File: src/rtl/ccc_handler_pkg.sv
// ---------------------------------------------------------------------------
// ccc_handler_pkg: CCC codes, FSM state encoding and per-code length table.
// Revision 1.0
// ---------------------------------------------------------------------------
`default_nettype none

package ccc_handler_pkg;

  localparam logic [7:0] CCC_ENEC_B      = 8'h00;
  localparam logic [7:0] CCC_DISEC_B     = 8'h01;
  localparam logic [7:0] CCC_SETMWL_B    = 8'h09;
  localparam logic [7:0] CCC_SETMRL_B    = 8'h0A;
  localparam logic [7:0] CCC_ENTHDR0     = 8'h20;
  localparam logic [7:0] CCC_RSTACT_B    = 8'h2A;
  localparam logic [7:0] CCC_ENEC_D      = 8'h80;
  localparam logic [7:0] CCC_DISEC_D     = 8'h81;
  localparam logic [7:0] CCC_SETMWL_D    = 8'h89;
  localparam logic [7:0] CCC_SETMRL_D    = 8'h8A;
  localparam logic [7:0] CCC_GETMWL      = 8'h8B;
  localparam logic [7:0] CCC_GETMRL      = 8'h8C;
  localparam logic [7:0] CCC_GETSTATUS   = 8'h90;
  localparam logic [7:0] CCC_RSTACT_D    = 8'h9A;

  typedef logic [2:0] ccc_state_e;
  localparam ccc_state_e ST_IDLE     = 3'd0;
  localparam ccc_state_e ST_BCAST    = 3'd1;
  localparam ccc_state_e ST_DIR_WAIT = 3'd2;
  localparam ccc_state_e ST_DIR_RX   = 3'd3;
  localparam ccc_state_e ST_DIR_TX   = 3'd4;
  localparam ccc_state_e ST_SKIP     = 3'd5;

  // dir: 1 = GET (target transmits), 0 = SET/write
  typedef struct packed {
    logic [3:0] len_min;
    logic [3:0] len_max;
    logic       dir;
  } ccc_len_t;

  typedef struct packed {
    logic     supported;
    ccc_len_t len;
  } ccc_info_t;

  function automatic ccc_info_t ccc_lookup(input logic [7:0] code);
    ccc_info_t info;
    info           = '0;
    info.supported = 1'b1;
    case (code)
      CCC_ENEC_B, CCC_ENEC_D, CCC_DISEC_B, CCC_DISEC_D,
      CCC_RSTACT_B, CCC_RSTACT_D: begin
        info.len.len_min = 4'd1;
        info.len.len_max = 4'd1;
      end
      CCC_ENTHDR0: ;
      CCC_SETMWL_B, CCC_SETMWL_D: begin
        info.len.len_min = 4'd2;
        info.len.len_max = 4'd2;
      end
      CCC_SETMRL_B, CCC_SETMRL_D: begin
        info.len.len_min = 4'd2;
        info.len.len_max = 4'd3;
      end
      CCC_GETMWL, CCC_GETMRL, CCC_GETSTATUS: info.len.dir = 1'b1;
      default: info.supported = 1'b0;
    endcase
    return info;
  endfunction

  function automatic logic ccc_supported(input logic [7:0] code);
    ccc_info_t info;
    info = ccc_lookup(code);
    return info.supported;
  endfunction

endpackage

`default_nettype wire

File: src/rtl/ccc_handler_resp_serializer.sv
// ---------------------------------------------------------------------------
// ccc_resp_serializer: streams a preloaded response MSB-first over valid/ready.
// Revision 1.0
// ---------------------------------------------------------------------------
`default_nettype none

module ccc_resp_serializer #(
  parameter int unsigned MaxTxBytes = 2
) (
  input  logic                    clk_i,
  input  logic                    rst_ni,
  input  logic                    load_i,
  input  logic [MaxTxBytes*8-1:0] data_i,
  input  logic                    abort_i,
  input  logic                    tx_ready_i,
  output logic                    tx_valid_o,
  output logic [7:0]              tx_byte_o,
  output logic                    tx_last_o,
  output logic                    done_o
);

  localparam int unsigned IdxW = (MaxTxBytes > 1) ? $clog2(MaxTxBytes) : 1;

  logic [MaxTxBytes*8-1:0] shift_q, shift_d;
  logic [IdxW-1:0]         idx_q, idx_d;
  logic                    valid_q, valid_d;
  logic                    accept;
  logic                    last;

  assign accept = valid_q && tx_ready_i;
  assign last   = valid_q && (idx_q == IdxW'(MaxTxBytes - 1));

  always_comb begin
    shift_d = shift_q;
    idx_d   = idx_q;
    valid_d = valid_q;
    if (abort_i) begin
      valid_d = 1'b0;
    end else if (load_i) begin
      shift_d = data_i;
      idx_d   = '0;
      valid_d = 1'b1;
    end else if (accept) begin
      shift_d = shift_q << 8;
      idx_d   = idx_q + 1'b1;
      if (last) valid_d = 1'b0;
    end
  end

  always_ff @(posedge clk_i or negedge rst_ni) begin
    if (!rst_ni) begin
      shift_q <= '0;
      idx_q   <= '0;
      valid_q <= 1'b0;
    end else begin
      shift_q <= shift_d;
      idx_q   <= idx_d;
      valid_q <= valid_d;
    end
  end

  assign tx_valid_o = valid_q;
  assign tx_byte_o  = shift_q[MaxTxBytes*8-1 -: 8];
  assign tx_last_o  = last;
  assign done_o     = accept && last && !abort_i;

endmodule

`default_nettype wire

File: src/rtl/ccc_handler.sv
// ---------------------------------------------------------------------------
// ccc_handler: CCC frame tracker, SET-payload commit and GET response source.
// Revision 1.0
// ---------------------------------------------------------------------------
`default_nettype none

module ccc_handler
  import ccc_handler_pkg::*;
#(
  parameter int unsigned MaxRxBytes = 3,
  parameter int unsigned MaxTxBytes = 2,
  parameter logic [15:0] DefaultMrl = 16'd256,
  parameter logic [15:0] DefaultMwl = 16'd256
) (
  input  logic        clk_i,
  input  logic        rst_ni,
  input  logic        ccc_valid_i,
  input  logic [7:0]  ccc_code_i,
  input  logic        rx_valid_i,
  input  logic [7:0]  rx_byte_i,
  input  logic        addr_valid_i,
  input  logic        addr_match_i,
  input  logic        rnw_i,
  output logic        addr_ack_o,
  input  logic        done_i,
  output logic        tx_valid_o,
  input  logic        tx_ready_i,
  output logic [7:0]  tx_byte_o,
  output logic        tx_last_o,
  input  logic [15:0] status_i,
  output logic [15:0] mrl_o,
  output logic [15:0] mwl_o,
  output logic [7:0]  rst_action_o,
  input  logic        rst_action_clr_i,
  output logic [3:0]  events_en_o,
  output logic        hdr_mode_o,
  input  logic        hdr_exit_i,
  output logic        err_o
);

  // Counter reaches MaxRxBytes+1 so an overlong payload still fails the max check.
  localparam int unsigned CntW = $clog2(MaxRxBytes + 2);

  ccc_state_e              state_q, state_d;
  logic [7:0]              code_q, code_d;
  logic [CntW-1:0]         cnt_q, cnt_d;
  logic [15:0]             payload_q, payload_d;
  logic [7:0]              def_q, def_d;
  logic                    def_seen_q, def_seen_d;
  logic [15:0]             mrl_q, mrl_d;
  logic [15:0]             mwl_q, mwl_d;
  logic [7:0]              rst_action_q, rst_action_d;
  logic [3:0]              events_en_q, events_en_d;
  logic                    hdr_mode_q, hdr_mode_d;
  logic                    err_q, err_d;

  ccc_info_t               cur_info;
  logic                    len_err;
  logic                    frame_end;
  logic                    ser_load, ser_abort, ser_done;
  logic [15:0]             resp;
  logic [MaxTxBytes*8-1:0] ser_data;

  assign cur_info = ccc_lookup(code_q);
  assign len_err  = (32'(cnt_q) < 32'(cur_info.len.len_min)) ||
                    (32'(cnt_q) > 32'(cur_info.len.len_max));

  assign addr_ack_o = (state_q == ST_DIR_WAIT) && addr_valid_i && addr_match_i &&
                      (rnw_i == cur_info.len.dir);

  always_comb begin
    resp = 16'h0000;
    case (code_q)
      CCC_GETMWL:    resp = mwl_q;
      CCC_GETMRL:    resp = mrl_q;
      CCC_GETSTATUS: resp = status_i;
      default:       resp = 16'h0000;
    endcase
    ser_data = '0;
    ser_data[MaxTxBytes*8-1 -: 16] = resp;
  end

  always_comb begin
    state_d      = state_q;
    code_d       = code_q;
    cnt_d        = cnt_q;
    payload_d    = payload_q;
    def_d        = def_q;
    def_seen_d   = def_seen_q;
    mrl_d        = mrl_q;
    mwl_d        = mwl_q;
    events_en_d  = events_en_q;
    rst_action_d = rst_action_clr_i ? 8'h00 : rst_action_q;
    hdr_mode_d   = hdr_mode_q;
    err_d        = 1'b0;
    ser_load     = 1'b0;
    ser_abort    = 1'b0;
    frame_end    = 1'b0;

    // Only the first two payload bytes carry meaning; later ones are just counted.
    if (rx_valid_i && (state_q == ST_BCAST || state_q == ST_DIR_RX)) begin
      if (cnt_q == CntW'(0)) payload_d[15:8] = rx_byte_i;
      if (cnt_q == CntW'(1)) payload_d[7:0]  = rx_byte_i;
      if (cnt_q <= CntW'(MaxRxBytes)) cnt_d = cnt_q + 1'b1;
    end

    case (state_q)
      ST_BCAST: begin
        if (done_i) begin
          frame_end = 1'b1;
          state_d   = ST_IDLE;
        end
      end
      ST_DIR_WAIT: begin
        if (rx_valid_i && code_q == CCC_RSTACT_D && !def_seen_q) begin
          def_d      = rx_byte_i;
          def_seen_d = 1'b1;
        end
        if (done_i) begin
          state_d = ST_IDLE;
        end else if (addr_ack_o) begin
          if (cur_info.len.dir) begin
            ser_load = 1'b1;
            state_d  = ST_DIR_TX;
          end else begin
            state_d = ST_DIR_RX;
            cnt_d   = '0;
            // Direct RSTACT: the defining byte sent before the address is the payload.
            if (code_q == CCC_RSTACT_D && def_seen_q) begin
              payload_d[15:8] = def_q;
              cnt_d           = CntW'(1);
            end
          end
        end
      end
      ST_DIR_RX: begin
        if (done_i || addr_valid_i) begin
          frame_end = 1'b1;
          state_d   = done_i ? ST_IDLE : ST_DIR_WAIT;
        end
      end
      ST_DIR_TX: begin
        if (done_i || addr_valid_i) begin
          ser_abort = 1'b1;
          state_d   = done_i ? ST_IDLE : ST_DIR_WAIT;
        end else if (ser_done) begin
          state_d = ST_DIR_WAIT;
        end
      end
      ST_SKIP: begin
        if (done_i) state_d = ST_IDLE;
      end
      ST_IDLE: ;
      default: state_d = ST_IDLE;
    endcase

    if (frame_end && cur_info.supported) begin
      if (len_err) begin
        err_d = 1'b1;
      end else begin
        case (code_q)
          CCC_ENEC_B, CCC_ENEC_D:     events_en_d  = events_en_q | payload_q[11:8];
          CCC_DISEC_B, CCC_DISEC_D:   events_en_d  = events_en_q & ~payload_q[11:8];
          CCC_RSTACT_B, CCC_RSTACT_D: rst_action_d = payload_q[15:8];
          CCC_SETMWL_B, CCC_SETMWL_D: mwl_d        = payload_q;
          CCC_SETMRL_B, CCC_SETMRL_D: mrl_d        = payload_q;
          default: ;
        endcase
      end
    end

    // A new code always restarts decode; any commit above has already closed the old frame.
    if (ccc_valid_i) begin
      if (state_q == ST_DIR_TX) ser_abort = 1'b1;
      ser_load   = 1'b0;
      code_d     = ccc_code_i;
      cnt_d      = '0;
      def_seen_d = 1'b0;
      if (!ccc_supported(ccc_code_i)) begin
        state_d = ST_SKIP;
      end else if (ccc_code_i[7]) begin
        state_d = ST_DIR_WAIT;
      end else begin
        state_d = ST_BCAST;
        if (ccc_code_i == CCC_ENTHDR0) hdr_mode_d = 1'b1;
      end
    end

    if (hdr_exit_i) hdr_mode_d = 1'b0;
  end

  always_ff @(posedge clk_i or negedge rst_ni) begin
    if (!rst_ni) begin
      state_q      <= ST_IDLE;
      code_q       <= 8'h00;
      cnt_q        <= '0;
      payload_q    <= 16'h0000;
      def_q        <= 8'h00;
      def_seen_q   <= 1'b0;
      mrl_q        <= DefaultMrl;
      mwl_q        <= DefaultMwl;
      rst_action_q <= 8'h00;
      events_en_q  <= 4'hF;
      hdr_mode_q   <= 1'b0;
      err_q        <= 1'b0;
    end else begin
      state_q      <= state_d;
      code_q       <= code_d;
      cnt_q        <= cnt_d;
      payload_q    <= payload_d;
      def_q        <= def_d;
      def_seen_q   <= def_seen_d;
      mrl_q        <= mrl_d;
      mwl_q        <= mwl_d;
      rst_action_q <= rst_action_d;
      events_en_q  <= events_en_d;
      hdr_mode_q   <= hdr_mode_d;
      err_q        <= err_d;
    end
  end

  ccc_resp_serializer #(
    .MaxTxBytes (MaxTxBytes)
  ) u_resp_serializer (
    .clk_i      (clk_i),
    .rst_ni     (rst_ni),
    .load_i     (ser_load),
    .data_i     (ser_data),
    .abort_i    (ser_abort),
    .tx_ready_i (tx_ready_i),
    .tx_valid_o (tx_valid_o),
    .tx_byte_o  (tx_byte_o),
    .tx_last_o  (tx_last_o),
    .done_o     (ser_done)
  );

  assign mrl_o        = mrl_q;
  assign mwl_o        = mwl_q;
  assign rst_action_o = rst_action_q;
  assign events_en_o  = events_en_q;
  assign hdr_mode_o   = hdr_mode_q;
  assign err_o        = err_q;

endmodule

`default_nettype wire

File: config.mk
export PLATFORM = sky130hd
export DESIGN_NAME = ccc_handler
export DESIGN_NICKNAME = d
export VERILOG_FILES = /design/src/rtl/ccc_handler_pkg.sv /design/src/rtl/ccc_handler_resp_serializer.sv /design/src/rtl/ccc_handler.sv
export SDC_FILE = /design/constraint.sdc
export NUM_CORES = 1
export LEC_CHECK = 0
export CORE_UTILIZATION = 47
export CTS_CLUSTER_DIAMETER = 100
export DETAILED_ROUTE_END_ITERATION = 7
export PLACE_DENSITY = 0.75
export SKIP_LAST_GASP = 1
export SLEW_MARGIN = 20
export SYNTH_ARGS = -nofsm -noshare
export SYNTH_HDL_FRONTEND = slang
export SYNTH_SLANG_ARGS = --single-unit
File: constraint.sdc
create_clock -name clk_i -period 2.9 [get_ports clk_i]
set_input_delay 0.58 -clock clk_i [delete_from_list [all_inputs] [get_ports clk_i]]
set_output_delay 0.58 -clock clk_i [all_outputs]
set_load 0.005 [all_outputs]
# Word level (Yosys, flattened, before mapping)
# Index checks and enable logic that the tools add are counted.
[op_classes] n_addsub=2 multipliers=0 div_mod_pow=0 order_cmp=3 n_eq_ne=39 n_shift=0 muxes=68 bitwise_logic=5 n_reduce_logical=50
[ops] cell="equality test 8 bit (second input constant)" n=16
[ops] cell="2-to-1 mux 8 bit" n=11
[ops] cell="2-to-1 mux 16 bit" n=3
[ops] cell="2-to-1 mux 3 bit" n=16
[ops] cell="one-hot mux 16 bit (3 select lines)" n=1
[ops] cell="equality test 8 x 4 -> 1 bit (second input constant)" n=4
[ops] cell="equality test 8 x 6 -> 1 bit (second input constant)" n=4
[ops] cell="2-to-1 mux 1 bit" n=31
[ops] cell="OR reduction 14 bit" n=2
[ops] cell="one-hot mux 6 bit (3 select lines)" n=1
[ops] cell="equality test 8 x 1 -> 1 bit (second input constant)" n=2
[ops] cell="logical NOT 8 bit" n=2
[ops] cell="one-hot mux 3 bit (5 select lines)" n=1
[ops] cell="nonzero test 2 bit" n=7
[ops] cell="logical AND 1 bit" n=12
[ops] cell="OR reduction 2 bit" n=6
[ops] cell="AND reduction 2 bit" n=5
[ops] cell="AND reduction 3 bit" n=3
[ops] cell="inequality test 4 bit (second input constant)" n=2
[ops] cell="one-hot mux 4 bit (2 select lines)" n=1
[ops] cell="equality test 3 x 1 -> 1 bit (second input constant)" n=2
[ops] cell="equality test 3 x 2 -> 1 bit (second input constant)" n=2
[ops] cell="equality test 3 bit (second input constant)" n=2
[ops] cell="logical NOT 3 bit" n=2
[ops] cell="23 further kinds" n=29
[word_totals] reg_bits=103 latchBits=0 ram_bits=0 romBits=0 input_bits=43 wordCells=183 memories=0

# Longest topological paths before layout
[logic_depth] depth_word=11 mapped_depth=12 depth_no_buf=9

# Modules after synthesis
# Synthesis repeated with hierarchy kept, for this count alone.
[unflattened] cells_unflattened=458 hier_area_um2=5161.2
[by_module_without_submodules] mod="ccc_handler" instances=1 cells_each=382 area_each_um2=4310.4
[by_module_without_submodules] mod="ccc_resp_serializer" instances=1 cells_each=76 area_each_um2=850.8

# Least setup slack after synthesis
# Ideal clock, no wire load.
[synth_timing] path_type="reg-to-reg" start="register code_q[6]" end="register mrl_q[10] (netlist: mrl_o[10])" setup_ps=125 arrival_ps=3069 required_ps=2775 slack_ps=-294 stages_incl_launch_ff=12 n_path_buf=2 period_less_slack_ps=3194 cell_sequence="dfrtp_1 or3_1 or4_4 o21ai_0 ha_1 nor2b_1 o21ai_0 or3b_4 buf_6 nor3_4 buf_6 mux2_4"
[synth_between] elab_chain_cells=7 word_cells_on_any_way=26 classes_between="2 x order compare; 13 x eq/ne; 2 x mux; 1 x bitwise; 8 x reduce/logical"
[synth_lines] element="from (decl)" line_no="ccc_handler.sv:45" source="logic [7:0] code_q, code_d;"
[synth_lines] element="from (signal assigned)" line_no="ccc_handler.sv:208" source="code_q <= code_d;"
[synth_lines] element="equality test 8 bit, or another cell as far along" line_no="ccc_handler_pkg.sv:48" source="case (code)"
[synth_lines] element="OR reduction 6 bit, or another cell as far along" line_no="ccc_handler_pkg.sv:48"
[synth_lines] element="one-hot mux 6 bit (3 select lines)" line_no="ccc_handler_pkg.sv:48"
[synth_lines] element="< comparator 3 x 4 -> 1 bit or greater-than comparator 3 x 4 -> 1 bit (tied branches)" line_no="ccc_handler.sv:65, ccc_handler.sv:66"
[synth_lines] element="logical OR 1 bit" line_no="ccc_handler.sv:65" source="assign len_err = (32'(cnt_q) < 32'(cur_info.len.len_min)) ||"
[synth_lines] element="inverter 1 bit (no source line)"
[synth_lines] element="AND reduction 3 bit (no source line) (*)"
[synth_lines] element="to (signal assigned)" line_no="ccc_handler.sv:200" source="mrl_q <= DefaultMrl;"
[synth_lines] element="to (signal assigned)" line_no="ccc_handler.sv:213" source="mrl_q <= mrl_d;"
[synth_lines] element="to (decl)" line_no="ccc_handler.sv:50" source="logic [15:0] mrl_q, mrl_d;"
# Every way passes the cells marked *; elsewhere a longest branch is shown, timed or not.
# A chain may end at the register's enable or synchronous reset.

# Worst setup path after layout
[layout_timing] start="register code_q[4]" end="register mwl_q[2] (netlist: mwl_o[2])"
[layout_between] elab_chain_cells=7 word_cells_on_any_way=26 classes_between="2 x order compare; 13 x eq/ne; 2 x mux; 1 x bitwise; 8 x reduce/logical"
[layout_lines] element="equality test 8 bit, or another cell as far along" line_no="ccc_handler_pkg.sv:48"
[layout_lines] element="OR reduction 6 bit, or another cell as far along" line_no="ccc_handler_pkg.sv:48"
[layout_lines] element="one-hot mux 6 bit (3 select lines)" line_no="ccc_handler_pkg.sv:48"
[layout_lines] element="< comparator 3 x 4 -> 1 bit or greater-than comparator 3 x 4 -> 1 bit (tied branches)" line_no="ccc_handler.sv:65, ccc_handler.sv:66"
[layout_lines] element="logical OR 1 bit" line_no="ccc_handler.sv:65"
[layout_lines] element="inverter 1 bit (no source line)"
[layout_lines] element="AND reduction 3 bit (no source line) (*)"
[layout_lines] element="to (signal assigned)" line_no="ccc_handler.sv:201" source="mwl_q <= DefaultMwl;"
[layout_lines] element="to (signal assigned)" line_no="ccc_handler.sv:214" source="mwl_q <= mwl_d;"
[layout_lines] element="to (decl)" line_no="ccc_handler.sv:51" source="logic [15:0] mwl_q, mwl_d;"
# Marks and branches as above.

==> metrics <==
outcome finished, violations left; failing checks negative setup slack; share of cells above drive strength 1 24.5%; Post-Syn Area 5210 um2; Synth warnings 0; die height 107 um; CTS Sinks 103; Static Leak 2.97 nW; post-synth top area share 46.6%; top area cells in the synthesized netlist dfrtp_1 (47%), mux2_2 (9.5%), mux2_4 (5.2%); skew final 0.0127 ns; Syn Nets 484; Post-Route WL 13300 um; clock-pin slew on the worst setup and hold paths 0.11 ns; sequential cell area 2590 um2; Avg Synthesized Cell Area 12.0 um2; drt via density 5.99; post-route cell area 6780 um2; area of the multi-input gates 2460 um2; Slew headroom 33.4%; final hold viol count 0; core area 10800 um2; number of synthesized flops with an enable pin 0; Slowest-stage cell, CP or4_4; worst vdd ir 0.284 mV; min setup slack post-route -0.153 ns; highest clock rate 0.328 GHz; # diodes 0; CTS tree yes; Max-Cap Viols 0; DRT iter0 DRCs 402; DRT antenna net count 0; CP arrival 3.31 ns; cts hold-fix bufs 0; CP Class flip-flop to flip-flop; number of primary I/O pins 100; detailed placer's ending HPWL 9780 um; Die Area 11500 um2; gpl congestion 0.872; vias in the first global route 4172; CP required 3.16 ns; crit-path max FO 16; Slew @ Worst Pin 0.992 ns; detailed-route wire length per cell 19.1 um; H-tree Lvls 3; Cells after Synth 436; minimum clock period 3.05 ns; drt first pass iters 4; endpoints failing setup 40; routed via count 4160; GRT Total Usage 24.4%; #FFs+latches synth 103; slowest stage delay, CP 0.45 ns; worst skew pair latency 0.37 ns; # rows 38; CP endpoint kind flip-flop; pwr dens 474 nW/um2; setup_tns -4.42 ns; Largest delay share family, worst path simple AND/OR/NAND/NOR gates; ys async rst share 100%; final worst-path cycle share 105%; first-pass GRT wire length 21500 um; largest net degree at the start of global routing 68; Num CTS Buffers 9; synth unique cells 67; Worst Setup Start Kind flip-flop; root buffer cell clkbuf_8; ys flop type dfrtp_1; Post-Place Setup Slack -0.0822 ns; RSZ-0062 raised after global routing true; most common cell after layout, fill and taps aside clkdlybuf4s50_1; DP Area 6450 um2; Hold Path Class primary input to asynchronous set/reset pin; filler cell count 844; cells along the critical path or3_4 -> or4_4 -> o21ai_4 -> ha_2 -> nor2b_1 -> o21ai_1 -> or3b_4 -> nor4_4 -> buf_12 -> mux2_2; # nets final 598; area grow syn2layout 30.0%; initial antenna violation count 0; grt total ovfl 0; Die Span X 107 um; Max Root-Sink Buffers 2; DRC Markers 0; # port buffers 99; max-slew violation count 0; Seq/Total Area, Yosys 49.6%; most frequent cells in the layout clkdlybuf4s50_1 (97), dfrtp_1 (96), mux2_2 (36); CP Buf/Inv Count 1; Yosys top cell by area dfrtp_1; Initial Util 48.1%; hold slack 0.152 ns
[area by class of cell]
class                      count  share of cell area (%)
sequential                   103                    38.1
multi-input combinational    291                    36.3
timing repair buffer         135                    19.5
tap                          140                    2.58
clock buffer                  10                    2.03
clock inverter                 6                   0.886
inverter                      10                   0.591
[cell families (layout without fill, tap and decap cells)]
| family | count (synthesis) | count (layout) | synth area share [%] |
|---|---|---|---|
| buf+inv | 42 | 161 | 4.61 |
| mux | 72 | 72 | 16.6 |
| flops | 103 | 103 | 49.6 |
| compound gates | 104 | 104 | 15.1 |
| xor+xnor | 3 | 3 | 0.504 |
| simple gates | 107 | 107 | 12.4 |
| fa+ha+maj | 5 | 5 | 1.20 |
[state kept, by name (all words and copies together) (netlist names), named ones only]
| register | flops |
|---|---|
| cnt_q | 3 |
| code_q | 8 |
| def_q | 8 |
| def_seen_q | 1 |
| err_o | 1 |
| hdr_mode_o | 1 |
| mrl_o | 16 |
| mwl_o | 16 |
| payload_q | 16 |
| rst_action_o | 8 |
| state_q | 3 |
| u_resp_serializer.idx_q | 1 |
| u_resp_serializer.shift_q | 16 |
| u_resp_serializer.tx_valid_o | 1 |
[worst paths after layout]
kind / start / end / slack [ns] / cells after the start
min: rst_ni / rst_action_o[5] / 0.15 / 1
max in group asynchronous: rst_ni / mwl_o[8] / 2.02 / 2
min in group clk_i: u_resp_serializer.shift_q[7] / u_resp_serializer.shift_q[7] / 0.50 / 1
max: code_q[4] / mwl_o[2] / -0.15 / 10
max reg2reg: code_q[4] / mwl_o[2] / -0.15 / 10
min reg2reg: u_resp_serializer.shift_q[7] / u_resp_serializer.shift_q[7] / 0.50 / 1
[synth_stat cells (2+ instances only)]
master / count
a21o_1: 2
a21oi_1: 19
a221o_1: 8
a222oi_1: 2
a22o_1: 6
a22oi_1: 9
a31oi_1: 3
a41oi_1: 2
and2_0: 2
and2_1: 4
and3_1: 11
and4_1: 2
buf_1: 3
buf_2: 4
buf_4: 8
buf_6: 6
clkbuf_1: 11
dfrtp_1: 97
dfstp_2: 6
ha_1: 5
inv_1: 9
mux2_2: 44
mux2_4: 18
mux2i_1: 9
nand2_1: 16
nand3_1: 5
nor2_1: 19
nor2b_1: 12
nor3_1: 7
nor3b_1: 3
nor4_1: 5
nor4b_1: 6
nor4bb_1: 2
o21ai_0: 11
o21ai_1: 2
o2bb2ai_1: 18
o31ai_1: 4
o41ai_1: 4
or3_1: 3
xnor2_1: 2
[routing by layer]
layer / part of all wire [%] / wire length [um] / GRT usage [%]
met2: 50 / 6630 / 41.8
met1: 42 / 5590 / 30.6
met3: 5.5 / 735 / 5.02
met5: 0 / 0 / 0
met4: 2.6 / 350 / 8.51
[where the power goes]
| part | internal, W | switching, W |
|---|---|---|
| clock | 0.000360 | 0.000543 |
| combinational | 0.000301 | 0.000236 |
| sequential | 0.00158 | 0.000185 |
[stage by stage]
stage	util, %	total power (W)	instances
6_report	62.5	0.00321	695
5_1_grt	62.5	0.00335	695
4_1_cts	62.1	0.00322	694
3_5_place_dp	59.5	0.00231	673
3_3_place_gp	59.5	0.00228	673
2_1_floorplan	-	0.00201	436
[what timing repair did]
action                     in CTS  in global routing
gates resized for setup         6                 11
cloned                          1                  0
pin swaps                       3                  1
setup endpoints to repair      31                 40
setup buffers                   4                  1
No activity file was read; power rests on OpenSTA's default activity.
